--- config.mk ---
export PLATFORM = sky130hd
export DESIGN_NAME = uart_tx_arb
export DESIGN_NICKNAME = d
export VERILOG_FILES = /design/src/rtl/uart_tx_arb.sv
export SDC_FILE = /design/constraint.sdc
export NUM_CORES = 1
export LEC_CHECK = 0
export CORE_MARGIN = 2
export CORE_UTILIZATION = 49
export CTS_BUF_LIST = sky130_fd_sc_hd__clkbuf_16
export CTS_CLUSTER_DIAMETER = 80
export DETAILED_ROUTE_END_ITERATION = 8
export GPL_TIMING_DRIVEN = 0
export PLACE_DENSITY = 0.8
export RECOVER_POWER = 100
export SETUP_SLACK_MARGIN = 0.3
export SYNTH_ARGS = -nofsm -noshare
export SYNTH_HDL_FRONTEND = slang
export SYNTH_SLANG_ARGS = --single-unit
export TNS_END_PERCENT = 100
--- constraint.sdc ---
create_clock -name clk -period 2.5 [get_ports clk]
set_input_delay 0.5 -clock clk [delete_from_list [all_inputs] [get_ports clk]]
set_output_delay 0.5 -clock clk [all_outputs]
set_load 0.1 [all_outputs]
--- src/rtl/uart_tx_arb.sv ---
// Two-requester byte arbiter feeding a single UART transmitter.
// Grants are held until end-of-line, burst limit or idle timeout, then released with one idle bubble.
//
// state | meaning
// IDLE  | no owner; pick next requester (round-robin on tie)
// GNT0  | requester 0 owns the transmitter
// GNT1  | requester 1 owns the transmitter
module uart_tx_arb #(
    parameter int          MAX_BURST    = 64,
    parameter logic [7:0]  EOL_CHAR     = 8'h0A,
    parameter int          IDLE_TIMEOUT = 16
) (
    input  logic       clk,
    input  logic       rst,
    input  logic       req0_valid,
    input  logic [7:0] req0_data,
    output logic       req0_ready,
    input  logic       req1_valid,
    input  logic [7:0] req1_data,
    output logic       req1_ready,
    output logic       tx_valid,
    output logic [7:0] tx_data,
    input  logic       tx_ready,
    output logic [1:0] grant,
    output logic       busy
);

    localparam int BW = $clog2(MAX_BURST + 1);
    localparam int IW = $clog2(IDLE_TIMEOUT + 1);

    typedef enum logic [1:0] {
        IDLE = 2'd0,
        GNT0 = 2'd1,
        GNT1 = 2'd2
    } state_t;

    state_t        state;
    logic [BW-1:0] burst_cnt;
    logic [IW-1:0] idle_cnt;
    logic          rr_ptr;

    logic          out_free;
    logic          acc0;
    logic          acc1;
    logic          acc;
    logic [7:0]    acc_data;
    logic [BW-1:0] burst_next;
    logic          hit_eol;
    logic          hit_burst;
    logic          hit_idle;
    logic          release_now;

    // The output register can take a new byte when empty or being drained this cycle.
    assign out_free   = ~tx_valid | tx_ready;
    assign req0_ready = (state == GNT0) & out_free;
    assign req1_ready = (state == GNT1) & out_free;

    assign acc0       = req0_valid & req0_ready;
    assign acc1       = req1_valid & req1_ready;
    assign acc        = acc0 | acc1;
    assign acc_data   = acc1 ? req1_data : req0_data;
    assign burst_next = burst_cnt + BW'(1);

    assign hit_eol     = acc && (acc_data == EOL_CHAR);
    assign hit_burst   = acc && (burst_next == BW'(MAX_BURST));
    assign hit_idle    = !acc && (idle_cnt == IW'(IDLE_TIMEOUT - 1));
    assign release_now = hit_eol | hit_burst | hit_idle;

    assign grant = {state == GNT1, state == GNT0};
    assign busy  = (state != IDLE) | tx_valid;

    always_ff @(posedge clk) begin
        if (rst) begin
            state     <= IDLE;
            tx_valid  <= 1'b0;
            tx_data   <= 8'h00;
            burst_cnt <= '0;
            idle_cnt  <= '0;
            rr_ptr    <= 1'b1;
        end else begin
            if (acc) begin
                tx_valid <= 1'b1;
                tx_data  <= acc_data;
            end else if (tx_ready) begin
                tx_valid <= 1'b0;
            end

            case (state)
                IDLE: begin
                    burst_cnt <= '0;
                    idle_cnt  <= '0;
                    // rr_ptr holds the last owner, so the other side wins a tie.
                    if (req0_valid && (!req1_valid || rr_ptr)) begin
                        state  <= GNT0;
                        rr_ptr <= 1'b0;
                    end else if (req1_valid) begin
                        state  <= GNT1;
                        rr_ptr <= 1'b1;
                    end
                end
                GNT0, GNT1: begin
                    if (release_now) begin
                        state     <= IDLE;
                        burst_cnt <= '0;
                        idle_cnt  <= '0;
                    end else if (acc) begin
                        burst_cnt <= burst_next;
                        idle_cnt  <= '0;
                    end else if (idle_cnt != IW'(IDLE_TIMEOUT)) begin
                        idle_cnt <= idle_cnt + IW'(1);
                    end
                end
                default: begin
                    state <= IDLE;
                end
            endcase
        end
    end

endmodule

==> impl_metrics.py <==
metrics = {
    "worst_setup_path": {
        "cpPeakStageDelay_ns": 0.86,
        "arrival_ns": 1.77,
        "cp_max_fo": 3,
        "crit_type": "reg2out",
        "crit_family": "buffers and inverters",
        "setup.worst_path.end_class": "output port",
        "path_cells": "inv_1 > ha_4 > clkbuf_1",
        "cp.required_ns": 2.00,
        "setup.worst_path.start_class": "register",
        "crit_buf_inv": 2,
        "slowest_stage": "clkbuf_1",
    },
    "sta": {
        "slew_violations": 0,
        "final-hold-violation-count": 0,
        "report.final.setup_viol": 0,
        "setup_tns_ns": 0,
        "clock_skew_ns": 0.00192,
        "holdWs_ns": 0.499,
        "fmax_ghz": 0.440,
        "period_minus_slack_ns": 2.27,
        "worst_pin_slew_ns": 1.21,
        "worst_slack_ns": 0.225,
        "timing.final.crit_share": 0.910,
        "rsz0062_at_grt": "false",
        "relSlewSlack": 0.199,
    },
    "clock_tree": {
        "cts_tree": "yes",
        "clk_latency_ns": 0.26,
        "cts_buffers": 3,
        "htree_levels": 1,
        "cts_sinks": 24,
        "cts_buffer_depth": 2,
        "ctsRootBufferMaster": "clkbuf_16",
        "clk_transition_reported_paths_ns": 0.06,
    },
    "global_routing": {
        "gr-usage-all-layers": 0.217,
        "grt_max_degree": 14,
        "grt_pass1_vias": 1327,
        "antenna_found_initial": 0,
        "grt_pass1_wl_mm": 5.73,
        "grt_overflow": 0,
    },
    "floorplan": {
        "die_x_um": 57.6,
        "core.rowCount": 19,
        "die_h_um": 57.6,
        "coreArea_mm2": 0.00273,
        "dieArea_mm2": 0.00332,
        "top_level_ports": 35,
        "start_util": 0.515,
    },
    "synth": {
        "synthCells": 165,
        "syn_area_mm2": 0.00141,
        "ys_types": 40,
        "synth-seq-cells": 24,
        "async_flop_share": 0,
        "synth_enable_flop_cells": 0,
        "ys_warn_count": 0,
        "synth.yosys.seq_area_share": 0.341,
        "synth_nets": 195,
        "synth_area_per_cell_um2": 8.54,
        "synth_top_flop_cell": "dfxtp_1",
    },
    "place": {
        "gp_congestion": 0.860,
        "pre_cts_slack_ns": -0.703,
        "place_area_mm2": 0.00183,
        "hpwlAfterDp_mm": 2.61,
        "io_buffers": 34,
    },
    "pwr": {
        "ir_drop_v": 0.00139,
        "p_per_area_mw_per_mm2": 1260,
        "leakage_nw": 0.691,
    },
    "routing": {
        "drt_first_pass_iters": 4,
        "postRouteAntennaNets": 0,
        "vias": 1386,
        "wl_per_cell_um": 14.9,
        "drt-vias-per-instance": 5.82,
        "drt-initial-drc-count": 63,
        "drt_drc_violations_left": 0,
        "routed_wl_mm": 3.55,
    },
    "layout": {
        "area_delta_synth_final_pct": 33.7,
        "nNetsFinal": 238,
        "seq_area_um2": 482,
        "n_fill_cell": 237,
        "multi_input_area_um2": 925,
        "drive_gt1_frac": 0.116,
        "antenna_cells": 0,
        "final_common_cell": "dfxtp_1",
        "mostFrequentLayoutCells": "dfxtp_1 (23), nor2_1 (19), clkdlybuf4s50_1 (18)",
        "postLayoutCoreUtil": 0.689,
        "final_area_mm2": 0.00188,
    },
    "flow_run": {
        "drv_cap": 0,
    },
    "min_path": {
        "hold_path.class": "reg2reg",
    },
    "run_status": {
        "outcome": "finished clean",
    },
}
[layer usage]
metal | wire length, um | track usage
met5 | 0 | 0
met4 | 39 | 0.0731
met3 | 87 | 0.0268
met2 | 1820 | 0.394
met1 | 1610 | 0.263
[repair_timing]
item,4_1_cts,5_1_grt
hold buffers,0,0
gates cloned,0,0
pin swaps,1,1
endpoints found under the setup margin,21,11
gates resized for setup,34,6
setup buffers,2,2
[worst paths after layout]
| path | startpoint | to | slack [ns] | depth (start not counted) |
|---|---|---|---|---|
| hold reg to reg | rr_ptr | rr_ptr | 0.50 | 1 |
| setup reg to reg | state[0] | burst_cnt[4] | 0.34 | 9 |
| setup / recovery | state[1] | grant[0] | 0.23 | 3 |
| hold / removal | rr_ptr | rr_ptr | 0.50 | 1 |
[through the flow]
stage | power (W) | instances
6_report | 0.00237 | 238
2_1_floorplan | 0.00174 | 165
4_1_cts | 0.00236 | 236
5_1_grt | 0.00248 | 238
3_3_place_gp | 0.00203 | 230
3_5_place_dp | 0.00206 | 230
[cell usage after synthesis, types with 2 or more instances]
| master | number | area (um2) |
|---|---|---|
| a211oi_1 | 3 | 22.5 |
| a21oi_1 | 6 | 30.0 |
| a22o_1 | 3 | 26.3 |
| a311oi_1 | 8 | 70.1 |
| a31oi_1 | 3 | 18.8 |
| and3_1 | 2 | 12.5 |
| clkbuf_1 | 4 | 15.0 |
| dfxtp_1 | 24 | 480 |
| ha_1 | 9 | 113 |
| inv_1 | 7 | 26.3 |
| mux2i_1 | 3 | 30.0 |
| nand2_1 | 17 | 63.8 |
| nand2b_1 | 5 | 31.3 |
| nand3_1 | 2 | 10.0 |
| nand4_1 | 2 | 12.5 |
| nor2_1 | 19 | 71.3 |
| nor2b_1 | 6 | 37.5 |
| nor4_1 | 2 | 12.5 |
| nor4bb_1 | 2 | 20.0 |
| o21a_1 | 3 | 22.5 |
| o21ai_0 | 11 | 55.1 |
| o21ai_1 | 2 | 10.0 |
| or4_1 | 2 | 15.0 |
| xnor2_1 | 3 | 26.3 |
| xor2_1 | 2 | 17.5 |
[sequential cells by signal, indices dropped and copies added (netlist names)]
signal,cells
tx_data,8
tx_valid,1
idle_cnt,5
state,2
burst_cnt,7
rr_ptr,1
[cell type report]
class	instances	area share
plain buffers	4	0.00997
repair buffers	38	0.167
clock buffers	3	0.0399
well taps	31	0.0206
inverters	7	0.0140
multi-input cells	130	0.491
flip-flops and latches	24	0.256
clock inverters	1	0.00199
[cell families (layout without fill, tap and decap cells)]
kind of cell | count (synthesis) | after routing | synth area share
AND/OR/NAND/NOR | 67 | 67 | 0.258
multiplexers | 3 | 3 | 0.0213
XOR/XNOR | 5 | 5 | 0.0311
flip-flops | 24 | 24 | 0.341
AO/OA/AOI/OAI | 46 | 46 | 0.239
adder cells (fa/ha/maj) | 9 | 9 | 0.0799
buffers and inverters | 11 | 53 | 0.0293
[report_power, final]
| part | internal, W | total (W) | switching [W] |
|---|---|---|---|
| Clock | 0.000214 | 0.000355 | 0.000141 |
| Combinational | 0.000369 | 0.00149 | 0.00112 |
| Sequential | 0.000469 | 0.000529 | 0.0000599 |
Power figures use the tool's default switching activity.
